File: config.mk
export PLATFORM = sky130hd
export DESIGN_NAME = rst_dbg_seq
export DESIGN_NICKNAME = d
export VERILOG_FILES = /design/src/rtl/rst_dbg_seq.sv
export SDC_FILE = /design/constraint.sdc
export NUM_CORES = 1
export LEC_CHECK = 0
export ABC_CLOCK_PERIOD_IN_PS = 6100
export CORE_MARGIN = 1
export CORE_UTILIZATION = 43
export CTS_BUF_LIST = sky130_fd_sc_hd__clkbuf_8
export DETAILED_ROUTE_END_ITERATION = 6
export PLACE_DENSITY = 0.92
export REMOVE_ABC_BUFFERS = 1
export SLEW_MARGIN = 10
export SYNTH_ARGS = -nofsm -noshare
export SYNTH_HDL_FRONTEND = slang
export SYNTH_SLANG_ARGS = --single-unit
File: constraint.sdc
create_clock -name i_clk -period 6.1 [get_ports i_clk]
set_input_delay 1.83 -clock i_clk [delete_from_list [all_inputs] [get_ports i_clk]]
set_output_delay 1.83 -clock i_clk [all_outputs]
set_load 0.005 [all_outputs]
File: src/rtl/rst_dbg_seq.sv
// rst_dbg_seq -- programmable reset sequencer with selectable debug capture.
//
// After i_rst_n or an i_ext_hold request the core is held in reset for
// RST_CYCLES cycles. After release a registered debug bus is driven from the
// selected channel in live, sampled or sticky-OR mode. The bus freezes when
// the CPU reports done.
//
// Build option: define RST_DBG_STICKY_EN to compile in the sticky-OR capture
// mode (mode 2). Without it, mode 2 behaves exactly like sampled mode (1) and
// the accumulator/select-change tracking is not built.
module rst_dbg_seq #(
    parameter int RST_CYCLES = 31,
    parameter int NUM_CH     = 4,
    parameter int CH_W       = 8,
    parameter int OUT_W      = 8,
    localparam int SEL_W     = (NUM_CH > 1) ? $clog2(NUM_CH) : 1
) (
    input  logic                   i_clk,
    input  logic                   i_rst_n,
    input  logic                   i_ext_hold,
    input  logic                   i_freeze,
    input  logic [SEL_W-1:0]       i_sel,
    input  logic [1:0]             i_mode,
    input  logic [NUM_CH*CH_W-1:0] i_ch_data,
    input  logic [NUM_CH-1:0]      i_ch_valid,
    output logic                   o_core_rst,
    output logic                   o_rst_done,
    output logic [OUT_W-1:0]       o_debug_data,
    output logic                   o_debug_valid
);

    localparam int               CNT_W    = $clog2(RST_CYCLES + 1);
    localparam logic [CNT_W-1:0] CNT_LAST = CNT_W'(RST_CYCLES - 1);
    localparam logic [CNT_W-1:0] CNT_ONE  = CNT_W'(1);

    typedef enum logic [1:0] {
        ST_HOLD   = 2'd0,
        ST_RUN    = 2'd1,
        ST_FROZEN = 2'd2
    } state_e;

    state_e           state_q;
    logic [CNT_W-1:0] cnt_q;
    logic             core_rst_q;
    logic             rst_done_q;
    logic [OUT_W-1:0] dbg_data_q;
    logic             dbg_valid_q;

    logic [CH_W-1:0]  ch_raw_s;
    logic             ch_vld_s;
    logic [OUT_W-1:0] sel_data_s;
    logic [OUT_W-1:0] dbg_data_d;
    logic             dbg_valid_d;

    // Channel multiplexer: a select beyond the last channel reads as no data, no strobe.
    always_comb begin
        ch_raw_s = {CH_W{1'b0}};
        ch_vld_s = 1'b0;
        for (int k = 0; k < NUM_CH; k++) begin
            if ({1'b0, i_sel} == (SEL_W + 1)'(k)) begin
                ch_raw_s = i_ch_data[k*CH_W +: CH_W];
                ch_vld_s = i_ch_valid[k];
            end else begin
                ch_raw_s = ch_raw_s;
                ch_vld_s = ch_vld_s;
            end
        end
    end

    // Resize the selected channel to the bus width, keeping the LSBs.
    generate
        if (OUT_W > CH_W) begin : g_zext
            assign sel_data_s = {{(OUT_W - CH_W){1'b0}}, ch_raw_s};
        end else begin : g_trunc
            assign sel_data_s = ch_raw_s[OUT_W-1:0];
        end
    endgenerate

`ifdef RST_DBG_STICKY_EN
    logic [SEL_W-1:0] prev_sel_q;
    logic             sel_chg_s;

    // Remember last cycle's select so the sticky accumulator restarts on a change.
    always_ff @(posedge i_clk) begin
        if (!i_rst_n) begin
            prev_sel_q <= {SEL_W{1'b0}};
        end else begin
            prev_sel_q <= i_sel;
        end
    end

    assign sel_chg_s = (prev_sel_q != i_sel);
`endif

    // Next debug bus value while running, by capture mode.
    always_comb begin
        dbg_data_d  = dbg_data_q;
        dbg_valid_d = 1'b0;
        case (i_mode)
            2'd0, 2'd3: begin
                dbg_data_d  = sel_data_s;
                dbg_valid_d = 1'b1;
            end
            2'd1: begin
                if (ch_vld_s) begin
                    dbg_data_d = sel_data_s;
                end else begin
                    dbg_data_d = dbg_data_q;
                end
                dbg_valid_d = ch_vld_s;
            end
            2'd2: begin
`ifdef RST_DBG_STICKY_EN
                // A new select starts a fresh accumulation instead of OR-ing.
                if (sel_chg_s) begin
                    dbg_data_d = ch_vld_s ? sel_data_s : {OUT_W{1'b0}};
                end else if (ch_vld_s) begin
                    dbg_data_d = dbg_data_q | sel_data_s;
                end else begin
                    dbg_data_d = dbg_data_q;
                end
                dbg_valid_d = ch_vld_s;
`else
                if (ch_vld_s) begin
                    dbg_data_d = sel_data_s;
                end else begin
                    dbg_data_d = dbg_data_q;
                end
                dbg_valid_d = ch_vld_s;
`endif
            end
            default: begin
                dbg_data_d  = dbg_data_q;
                dbg_valid_d = 1'b0;
            end
        endcase
    end

    // Sequencer FSM with registered reset, status and debug outputs.
    always_ff @(posedge i_clk) begin
        if (!i_rst_n) begin
            state_q     <= ST_HOLD;
            cnt_q       <= {CNT_W{1'b0}};
            core_rst_q  <= 1'b1;
            rst_done_q  <= 1'b0;
            dbg_data_q  <= {OUT_W{1'b0}};
            dbg_valid_q <= 1'b0;
        end else if (i_ext_hold) begin
            state_q     <= ST_HOLD;
            cnt_q       <= {CNT_W{1'b0}};
            core_rst_q  <= 1'b1;
            rst_done_q  <= 1'b0;
            dbg_data_q  <= {OUT_W{1'b0}};
            dbg_valid_q <= 1'b0;
        end else begin
            case (state_q)
                ST_HOLD: begin
                    dbg_data_q  <= {OUT_W{1'b0}};
                    dbg_valid_q <= 1'b0;
                    if (cnt_q == CNT_LAST) begin
                        state_q    <= ST_RUN;
                        cnt_q      <= {CNT_W{1'b0}};
                        core_rst_q <= 1'b0;
                        rst_done_q <= 1'b1;
                    end else begin
                        cnt_q <= cnt_q + CNT_ONE;
                    end
                end
                ST_RUN: begin
                    if (i_freeze) begin
                        state_q     <= ST_FROZEN;
                        dbg_valid_q <= 1'b0;
                    end else begin
                        dbg_data_q  <= dbg_data_d;
                        dbg_valid_q <= dbg_valid_d;
                    end
                end
                ST_FROZEN: begin
                    dbg_valid_q <= 1'b0;
                end
                default: begin
                    state_q     <= ST_HOLD;
                    cnt_q       <= {CNT_W{1'b0}};
                    core_rst_q  <= 1'b1;
                    rst_done_q  <= 1'b0;
                    dbg_data_q  <= {OUT_W{1'b0}};
                    dbg_valid_q <= 1'b0;
                end
            endcase
        end
    end

    assign o_core_rst    = core_rst_q;
    assign o_rst_done    = rst_done_q;
    assign o_debug_data  = dbg_data_q;
    assign o_debug_valid = dbg_valid_q;

endmodule
* Word level (Yosys, flattened, before mapping)
Cells that the tools add are included.
** Cells by class
- Reductions and logical operators :: 11
- Mux-type cells :: 22
- Bitwise logic cells :: 4
- Eq/ne operators :: 13
- Add/sub/neg operators :: 1
** Operators with widths (count)
- $mux 8 :: 6
- $pmux 8 s2 :: 2
- $eq 2x2->1 const B :: 5
- $pmux 5 s2 :: 1
- $reduce_or 2->1 :: 4
- $eq 2x1->1 const B :: 3
- $logic_not 2->1 :: 3
- $mux 1 :: 6
- $ne 2x2->1 const B :: 3
- $pmux 1 s2 :: 3
- $pmux 2 s3 :: 1
- $reduce_and 3->1 :: 2
- $add 5x1->5 const B :: 1
- $eq 5x5->1 const B :: 1
- $mux 5 :: 1
- $mux 2 :: 2
- $not 1->1 :: 4
- $reduce_or 4->1 :: 1
- $ne 3x3->1 const B :: 1
- $reduce_and 2->1 :: 1
** Storage, ports and cells
- Output and inout port bits :: 11
- Flip-flop bits (word level) :: 18
- Logic and storage cells :: 57

* Longest topological paths before layout
Gate-level depths: netlist of run 1.
- Depth in word-level cells :: 9
- Gate-level depth with buffers :: 6
- Depth with buffers taken out :: 6

* Least setup slack after synthesis of run 1
Ideal clock, no wire load.
- Path type :: input to register
- Start point :: input port i_sel[0]
- End point :: register dbg_data_q[6], in the netlist o_debug_data[6]
- Buffers on the path :: 1
- Setup slack :: 2.784 ns
- Setup time :: 0.070 ns
- Stages :: 4
- Arrival time :: 3.246 ns
- Cell sequence :: buf_6 mux4_2 o31ai_1 o2bb2ai_1
** On the way
- Longest elaborated chain between the ends :: 9
** RTL lines
- start: declaration :: RTL line 22 : input logic [SEL_W-1:0] i_sel,
- $logic_not 2->1 :: RTL line 60 : if ({1'b0, i_sel} == (SEL_W + 1)'(k)) begin
- $mux 8 (4 in a row) :: RTL line 60
- $mux 8 :: RTL line 105, 124
- $pmux 8 s2 :: RTL line 99 : case (i_mode)
- $mux 8 :: RTL line 170 : if (i_freeze) begin
- $pmux 8 s2 :: RTL line 156 : case (state_q)
- end signal: assignment :: RTL line 153 : dbg_data_q <= {OUT_W{1'b0}};
- end signal: assignment :: RTL line 158 : dbg_data_q <= {OUT_W{1'b0}};
- end signal: assignment :: RTL line 174 : dbg_data_q <= dbg_data_d;
- end: declaration :: RTL line 46 : logic [OUT_W-1:0] dbg_data_q;
Several ways; a longest one is shown, not always the timed one. The select of a mux whose other input is x is not followed.
A chain may end at the register's enable or synchronous reset.

* Worst setup path in the final report of run 1
- Start point :: input port i_sel[0]
- End point :: register dbg_data_q[7], in the netlist o_debug_data[7]
The elaborated chain is that of the path after synthesis.

==> results by group, run 1 <==
Power and ir drop
  • Switching power: 48.9 uW
  • Power Density: between 150 and 200 nW/um2
  • LEAKAGE: 0.649 nW
  • Flop pwr share: 0.482
  • Combinational power share: 0.198
  • Power, Total: ~250 uW
  • Internal power: 198 uW
  • Peak supply drop: roughly 0.00011 V
  • Switching portion of total power: 0.198
  • Clock power frac: 0.320

Global route
  • Initial antenna violation count: 0
  • First-pass GRT wire length: 3.78 mm
  • Total GRT Usage: 0.192
  • Number of global-route vias before repair: 985
  • GRT overflow: 0
  • Largest net degree at the start of global routing: 10

Synthesis
  • Mapped Cells: a little over 90
  • Post-synthesis cell type count: 29
  • Synthesized area: 1050 um2
  • Post-synthesis sequential area ratio: 0.344
  • Number of synthesized register bits: 18
  • Synth Area per Inst: 11.3 um2
  • Synth Warn #: 0

Min path
  • Worst Hold End: o_debug_data[0]
  • Hold crit path type: flop to flop
  • Hold Startpoint: o_debug_data[0]
  • WHS Path Cells: 1

Layout
  • Layout cell share with drive strength beyond 1: 0.0408
  • Antenna cells: 0
  • Area delta synth->final: 56.3%
  • Final Util: 0.726
  • Commonest non-fill, non-tap cell in the layout: clkdlybuf4s50_1
  • Most frequent cells in the layout: clkdlybuf4s50_1, dfxtp_1, inv_1
  • Fill cells: 168
  • Final #Nets: 198

Routing
  • # DRC: 0
  • Routed WL per cell: 13.4 um
  • Final ANT Viol Nets: 0
  • First drt pass iteration count: 4
  • Via density: approximately 5.3
  • Initial DRC count: 15
  • Final wirelength: 2.34 mm
  • DR vias: 921

Floorplanning
  • Core Rows: 17
  • Die Span Y: 51.4 um
  • Core Region: around 2300 um2
  • Width of the die: 51.4 um
  • IO Count: 55
  • Starting density of the core: 0.464
  • Die area: approximately 2600 um2

Setup path
  • Reg2reg end: o_debug_data[7]
  • Crit Reg-Reg Startpoint: state_q[1]
  • CP Class: primary input to flop
  • Critical Path RT: 6280 ps
  • Reg2reg path depth: 5
  • CP Capture Type: flop
  • Reg2Reg Setup Slack: 4370 ps
  • CP startpoint kind: primary input
  • CP max FO: 9
  • Critical path data arrival time: about 4100 ps

Timing
  • Post-route minimum period: approximately 4000 ps
  • Clock Skew: 1.61 ps
  • Max-slew violations: 0
  • Final hold vios: 0
  • Least-Margin Pin Slew: 914 ps
  • Final setup viols: 0
  • Final Cycle Share: 0.648
  • Setup TNS: 0 ps
  • RSZ-0062 raised after global routing: false
  • Rel. slew slack: 0.386
  • FMAX: 253 MHz

Job
  • Maxcap violations: 0

Placement
  • Port Buffers: between 50 and 60
  • Placed wire-length estimate: 2.01 mm
  • Placer Congestion: roughly 0.76

Clock network
  • CTS tree: done
  • CTS max path bufs: 2
  • Clk_lat worst skew: approximately 240 ps
  • H-tree Lvls: 1
  • Post-CTS Resized: 0
  • Worst-path clk slew: 60 ps
  • Hold-fix buffers, CTS: 0
  • Num CTS Buffers: 3
  • Clk root buf: clkbuf_8
  • CTS sink count: 18
  • Postcts setup bufs: 0

Outcome
  • Run status: complete, no violations
-- how the worst max path moves through the flow --
stage             start               to  slack, ps  cells past startpoint
2_1_floorplan  i_sel[0]  o_debug_data[0]       2930                      3
3_3_place_gp   i_sel[0]  o_debug_data[3]       2010                      4
3_5_place_dp   i_sel[0]  o_debug_data[7]       1860                      4
4_1_cts        i_sel[0]  o_debug_data[2]       2130                      4
5_1_grt        i_sel[0]  o_debug_data[5]       2000                      4
6_report       i_sel[0]  o_debug_data[7]       2150                      4
-- stage by stage --
step           setup slack [ps]  hold slack [ps]  area, um2  cells
6_report                   2150              461       1640    175
3_3_place_gp               2010              451       1600    172
3_5_place_dp               1860              445       1600    172
2_1_floorplan              2930              456       1020     90
5_1_grt                    2000              489       1640    175
4_1_cts                    2130              465       1640    175
-- cell type report --
class / count / area [um2] / area share
Clock buffer: 3 / 41.3 / 0.0252
Sequential cell: 18 / 360 / 0.220
Inverter: 13 / 48.8 / 0.0298
Timing Repair Buffer: 54 / 541 / 0.330
Multi-Input combinational cell: 59 / 611 / 0.373
Tap cell: 28 / 35.0 / 0.0214
-- sequential cells by signal (all words and copies together), names as in the netlist --
name           flops
o_debug_data       8
o_rst_done         1
o_debug_valid      1
cnt_q              5
state_q            2
o_core_rst         1
-- critical path, stage by stage --
cell and delay [ps]:
clkdlybuf4s50_1 750, mux4_2 570, o31ai_1 800, o2bb2ai_1 180
-- Yosys cell counts --
library cell / number / area, um2
dfxtp_1: 18 / 360
inv_1: 13 / 48.8
nor2_1: 9 / 33.8
mux4_1: 8 / 210
o2bb2ai_1: 8 / 70.1
ha_1: 5 / 62.6
a21oi_1: 3 / 15.0
nand2_1: 3 / 11.3
xor2_1: 3 / 26.3
buf_6: 2 / 22.5
mux2i_1: 2 / 20.0
nor2b_1: 2 / 12.5
a211oi_1: 1 / 7.51
a21o_1: 1 / 7.51
a221oi_1: 1 / 8.76
and2_1: 1 / 6.26
clkbuf_2: 1 / 5.00
mux4_2: 1 / 22.5
nand2b_1: 1 / 6.26
nand3_1: 1 / 5.00
nand4_1: 1 / 6.26
nand4b_1: 1 / 8.76
nor3_1: 1 / 5.00
o211ai_1: 1 / 7.51
o21ai_0: 1 / 5.00
o31ai_1: 1 / 7.51
or4_2: 1 / 8.76
xnor2_1: 1 / 8.76
xnor2_4: 1 / 27.5
-- routing by layer --
metal | part of all wire | track usage | vias to the layer above
li1 | - | - | 448
met1 | 0.37 | 0.186 | 426
met2 | 0.55 | 0.395 | 45
met3 | 0.068 | 0.0387 | 2
met4 | 0.0098 | 0.0586 | 0
met5 | 0 | 0 | -
-- kinds of logic (layout without fill, tap and decap cells) --
family                     Yosys count  after routing  share of synthesized area
buffers and inverters               16             70                     0.0729
muxes                               11             11                      0.241
DFF                                 18             18                      0.344
and+or+nand+nor                     21             21                     0.0992
adders and majority gates            5              5                     0.0597
xor gates and xnor gates             5              5                     0.0597
AOI/OAI and AO/OA                   17             17                      0.123
-- power by group through the flow --
stage | Combinational, mW | Clock (mW) | Sequential (mW)
2_1_floorplan | 0.0169 | 0 | 0.121
3_3_place_gp | 0.0474 | 0 | 0.121
3_5_place_dp | 0.0491 | 0 | 0.122
4_1_cts | 0.0493 | 0.0802 | 0.119
5_1_grt | 0.0522 | 0.0879 | 0.119
6_report | 0.0489 | 0.0790 | 0.119
Power figures use the tool's default switching activity.
==> inputs of run 2 (changes only) <==
Settings changed: ABC_CLOCK_PERIOD_IN_PS 6100 to 3400, CORE_UTILIZATION 43 to 36, PLACE_DENSITY 0.92 to 0.82.
Clock period 6.1 ns to 3.4 ns, I/O delays scaled along.
==> run 2 against run 1 <==
Highest routed layer is now met3. Flip-flop and latch count unchanged. Largest cell class unchanged. Via count rose by 2.5%. Final area is 2.4% higher. Routed wire length fell by 1.8%. Sequential share of layout area down 0.53 points. Utilization shrank 12 points. Largest power group unchanged. Non-clock buffer count is 3 higher.
==> results by group, run 2 (synthesis results as in run 1) <==
Clock network
  • CTS sink count: 18
  • Postcts setup bufs: 0
  • Num CTS Buffers: 3
  • Hold-fix buffers, CTS: 0
  • CTS tree: done
  • Clk_lat worst skew: 250 ps
  • Clk root buf: clkbuf_8
  • Worst-path clk slew: 70 ps
  • Post-CTS Resized: 0
  • H-tree Lvls: 1
  • CTS max path bufs: 2

Floorplanning
  • Width of the die: roughly 56 um
  • Core Region: 2760 um2
  • Die area: approximately 3100 um2
  • Die Span Y: 55.9 um
  • Starting density of the core: 0.380
  • Core Rows: 19
  • IO Count: 55

Setup path
  • CP Class: primary input to flop
  • CP startpoint kind: primary input
  • Max stage delay on crit path: 670 ps
  • CP max FO: 8
  • Slowest stage cell, crit path: or4_2
  • CP Capture Type: flop
  • Crit-path cells: clkdlybuf4s50_1 > nor2b_1 > nand2_1 > or4_2 > o2bb2ai_1
  • Critical Path RT: around 3600 ps
  • Critical path data arrival time: 2820 ps

Timing
  • Clock Skew: 3.02 ps
  • Least-Margin Pin Slew: ~310 ps
  • Setup TNS: 0 ps
  • Final hold vios: 0
  • RSZ-0062 raised after global routing: false
  • FMAX: 379 MHz
  • Post-route minimum period: 2640 ps
  • Max-slew violations: 0
  • Final Cycle Share: 0.775
  • Rel. slew slack: 0.792
  • Final setup viols: 0
  • Setup ws final: 765 ps
  • Hold WS: 475 ps

Layout
  • Final #Nets: 201
  • Max reg flops: 8
  • Most frequent cells in the layout: clkdlybuf4s50_1, dfxtp_1, inv_1
  • Area delta synth->final: 60.1%
  • Antenna cells: 0
  • Fill cells: 236
  • Non-Filler Instances: 182
  • Layout cell share with drive strength beyond 1: 0.0662
  • Commonest non-fill, non-tap cell in the layout: clkdlybuf4s50_1
  • Finished Cell Area: 1680 um2

Placement
  • Placed cell areas: around 1600 um2
  • Placed wire-length estimate: 1.97 mm
  • Placer Congestion: 0.644
  • Inst Count DP: 178
  • Dpl ws: 500 ps
  • Port Buffers: 54

Power and ir drop
  • Peak supply drop: between 0.0003 and 0.0004 V
  • Power Density: 285 nW/um2
  • Switching power: roughly 98 uW
  • Internal power: 381 uW
  • Switching portion of total power: 0.204
  • Flop pwr share: 0.446
  • Clock power frac: 0.368
  • Combinational power share: 0.186
  • LEAKAGE: 0.671 nW

Min path
  • Hold crit path type: flop to flop

Routing
  • DR vias: 944
  • Final ANT Viol Nets: 0
  • Final wirelength: 2.29 mm
  • Via density: 5.19
  • Initial DRC count: 17
  • Routed WL per cell: about 13 um
  • # DRC: 0
  • First drt pass iteration count: 4

Global route
  • GR peak layer: met2
  • Largest net degree at the start of global routing: 11
  • Grt met3 use: 0.0442
  • Met1 Use GR: 0.158
  • Initial antenna violation count: 0
  • GRT overflow: 0
  • GR Layer Usage met2: 0.315
  • First-pass GRT wire length: around 3.9 mm
  • Total GRT Usage: 0.154
  • Number of global-route vias before repair: 958

Outcome
  • Run status: complete, no violations

Job
  • Maxcap violations: 0
## run 2: changes by cell type in the layout (fill, tap and decap cells not counted)
cell	delta
buf_4	+3
clkbuf_8	+1
## run 2: final cells by class
type	count	area, um2	share of cell area
repair buffers	57	563	0.336
multi-input cells	59	611	0.364
inverters	13	48.8	0.0291
well taps	31	38.8	0.0231
clock buffers	4	55.1	0.0328
flip-flops and latches	18	360	0.215
## run 2: final timing paths
kind / startpoint / to / slack, ps / cells past startpoint
setup reg to reg: state_q[0] / o_debug_data[2] / 1670 / 4
hold / removal: o_core_rst / o_core_rst / 470 / 2
hold reg to reg: o_core_rst / o_core_rst / 470 / 2
setup / recovery: i_rst_n / o_debug_data[2] / 760 / 5
## run 2: worst max-delay path: cells and delay by family
family | cells | cell delay [ps]
simple gates | 3 | 1110
compound gates | 1 | 190
buf+inv | 1 | 490
## run 2: layer usage
layer / wire, um / part of all wire
met5: 0 / 0
met4: 0 / 0
met3: 212 / 0.092
met2: 1280 / 0.56
met1: 805 / 0.35
## run 2: power by group through the flow
stage | sequential [mW] | combinational (mW) | clock (mW)
floorplan | 0.218 | 0.0303 | 0
global placement | 0.218 | 0.0872 | 0
detailed placement | 0.218 | 0.0897 | 0
CTS | 0.213 | 0.0900 | 0.179
global route | 0.213 | 0.0951 | 0.189
finish | 0.213 | 0.0890 | 0.176
## run 2: metrics by stage
step	utilization	total power, mW
floorplan	-	0.248
global placement	0.588	0.305
detailed placement	0.588	0.308
CTS	0.608	0.482
global route	0.608	0.497
finish	0.608	0.478
==> inputs of run 3 (changes only) <==
Settings changed: ABC_CLOCK_PERIOD_IN_PS 3400 to 2240.
Clock period 3.4 ns to 2.24 ns, I/O delays scaled along.
==> run 3 against run 2 <==
Critical path depth unchanged. Critical path type unchanged. Flip-flop and latch count unchanged. Sequential power up 52%.
==> results by group, run 3 (synthesis results as in run 1) <==
Placement
  • Placer Congestion: 0.657
  • Inst Count DP: ~180
  • Dpl ws: -311 ps
  • Placed wire-length estimate: 2.11 mm
  • Placed cell areas: 1640 um2
  • Port Buffers: 54

Floorplanning
  • Core Rows: 19
  • Width of the die: between 50 and 60 um
  • Die area: 3130 um2
  • Core Region: 2760 um2
  • Starting density of the core: 0.380
  • IO Count: between 50 and 60
  • Die Span Y: approximately 56 um

Outcome
  • Run status: complete, no violations

Power and ir drop
  • Switching portion of total power: 0.202
  • Combinational power share: 0.191
  • Switching power: 146 uW
  • Internal power: approximately 580 uW
  • Peak supply drop: 0.000635 V
  • Power, Total: 727 uW
  • Flop pwr share: 0.445
  • Power Density: 427 nW/um2
  • Clock power frac: 0.364
  • LEAKAGE: 0.687 nW

Layout
  • Register area: 360 um2
  • Multi-input gate area: 613 um2
  • Fill cells: about 230
  • Area delta synth->final: 62.5%
  • Final Util: 0.617
  • Final #Nets: a little over 200
  • Most frequent cells in the layout: clkdlybuf4s50_1, dfxtp_1, inv_1
  • Commonest non-fill, non-tap cell in the layout: clkdlybuf4s50_1
  • Antenna cells: 0
  • Finished Cell Area: between 1500 and 2000 um2
  • Non-Filler Instances: 185
  • Layout cell share with drive strength beyond 1: 0.0844
  • Max reg flops: 8

Timing
  • Setup ws final: 168 ps
  • Clock Skew: 2.53 ps
  • Final Cycle Share: 0.925
  • Final hold vios: 0
  • Least-Margin Pin Slew: about 300 ps
  • Max-slew violations: 0
  • Post-route minimum period: 2070 ps
  • FMAX: 483 MHz
  • RSZ-0062 raised after global routing: false
  • Final setup viols: 0
  • Rel. slew slack: 0.799

Routing
  • # DRC: 0
  • DR vias: 944
  • Via density: 5.10
  • Final ANT Viol Nets: 0
  • Initial DRC count: 21
  • First drt pass iteration count: 6
  • Routed WL per cell: 13.2 um
  • Final wirelength: 2.43 mm

Global route
  • Grt met3 use: 0.0535
  • Total GRT Usage: 0.166
  • Initial antenna violation count: 0
  • GRT overflow: 0
  • GR peak layer: met2
  • First-pass GRT wire length: 4.15 mm
  • Number of global-route vias before repair: 1024
  • Largest net degree at the start of global routing: 11
  • GR Layer Usage met2: 0.329
  • Met1 Use GR: 0.174

Clock network
  • Clk root buf: clkbuf_8
  • CTS max path bufs: 2
  • CTS sink count: 18
  • CTS tree: done
  • Num CTS Buffers: 3
  • Worst-path clk slew: about 70 ps
  • H-tree Lvls: 1
  • Clk_lat worst skew: 250 ps
  • Hold-fix buffers, CTS: 0

Setup path
  • Top delay family on crit path: buffers and inverters
  • Reg2reg path depth: 4
  • WP buf/inv: 2
  • Crit Reg-Reg Startpoint: state_q[0]
  • Reg2Reg Setup Slack: 730 ps
  • CP startpoint kind: primary input
  • Max stage delay on crit path: between 500 and 600 ps
  • CP Class: primary input to flop
  • Critical Path RT: 2420 ps
  • Crit-path cells: clkdlybuf4s50_1 > mux4_2 > o31ai_1 > buf_4 > o2bb2ai_1
  • Reg2reg end: o_debug_data[6]
  • CP Capture Type: flop
  • Slowest stage cell, crit path: mux4_2
  • Critical path data arrival time: 2260 ps
  • CP max FO: 8

Min path
  • Hold crit path type: flop to flop
  • WHS Path Cells: 1
  • Hold Startpoint: o_debug_data[2]
  • Worst Hold End: o_debug_data[2]

Job
  • Maxcap violations: 0
==> run 3: per-stage QoR <==
stage / TNS (ps) / hold WS (ps)
final: 0 / 477
after global routing: 0 / 495
after global placement: -1660 / 451
after CTS: 0 / 484
after detailed placement: -2310 / 466
after floorplan: 0 / 456
==> run 3: how the worst max path moves through the flow <==
| stage | startpoint | end | slack (ps) | cells past startpoint |
|---|---|---|---|---|
| floorplan | i_sel[0] | o_debug_data[0] | 220 | 3 |
| global placement | i_sel[0] | o_debug_data[6] | -220 | 5 |
| detailed placement | i_sel[0] | o_debug_data[1] | -310 | 5 |
| CTS | i_sel[0] | o_debug_data[1] | 160 | 5 |
| global route | i_sel[0] | o_debug_data[1] | 80 | 5 |
| finish | i_sel[0] | o_debug_data[1] | 170 | 5 |
==> run 3: power by group through the flow <==
| stage | combinational (mW) | sequential, mW | clock [mW] |
|---|---|---|---|
| after detailed placement | 0.139 | 0.331 | 0 |
| after CTS | 0.140 | 0.323 | 0.267 |
| after global routing | 0.149 | 0.323 | 0.288 |
| final | 0.139 | 0.323 | 0.264 |
| after floorplan | 0.0460 | 0.331 | 0 |
| after global placement | 0.135 | 0.331 | 0 |
==> run 3: layer usage <==
layer  part of all wire  vias up
li1                   -      463
met2               0.55       57
met5                  0        -
met4             0.0025        0
met1               0.36      422
met3              0.094        2
==> run 3: worst reg2reg max path, stage by stage (launching register included) <==
cell and delay (ps):
dfxtp_1 360, inv_1 80, ha_1 250, or4_4 610, o2bb2ai_1 160
==> run 3: area by class of cell <==
type	instances	share of cell area
multi-input combinational	59	0.360
timing repair buffer	60	0.344
sequential	18	0.212
clock buffer	4	0.0324
inverter	13	0.0287
tap	31	0.0228
==> run 3: timing repair <==
item | in CTS | in global routing
endpoints found under the setup margin | 8 | 0
resized for setup | 1 | 0
buffers inserted | 0 | 0
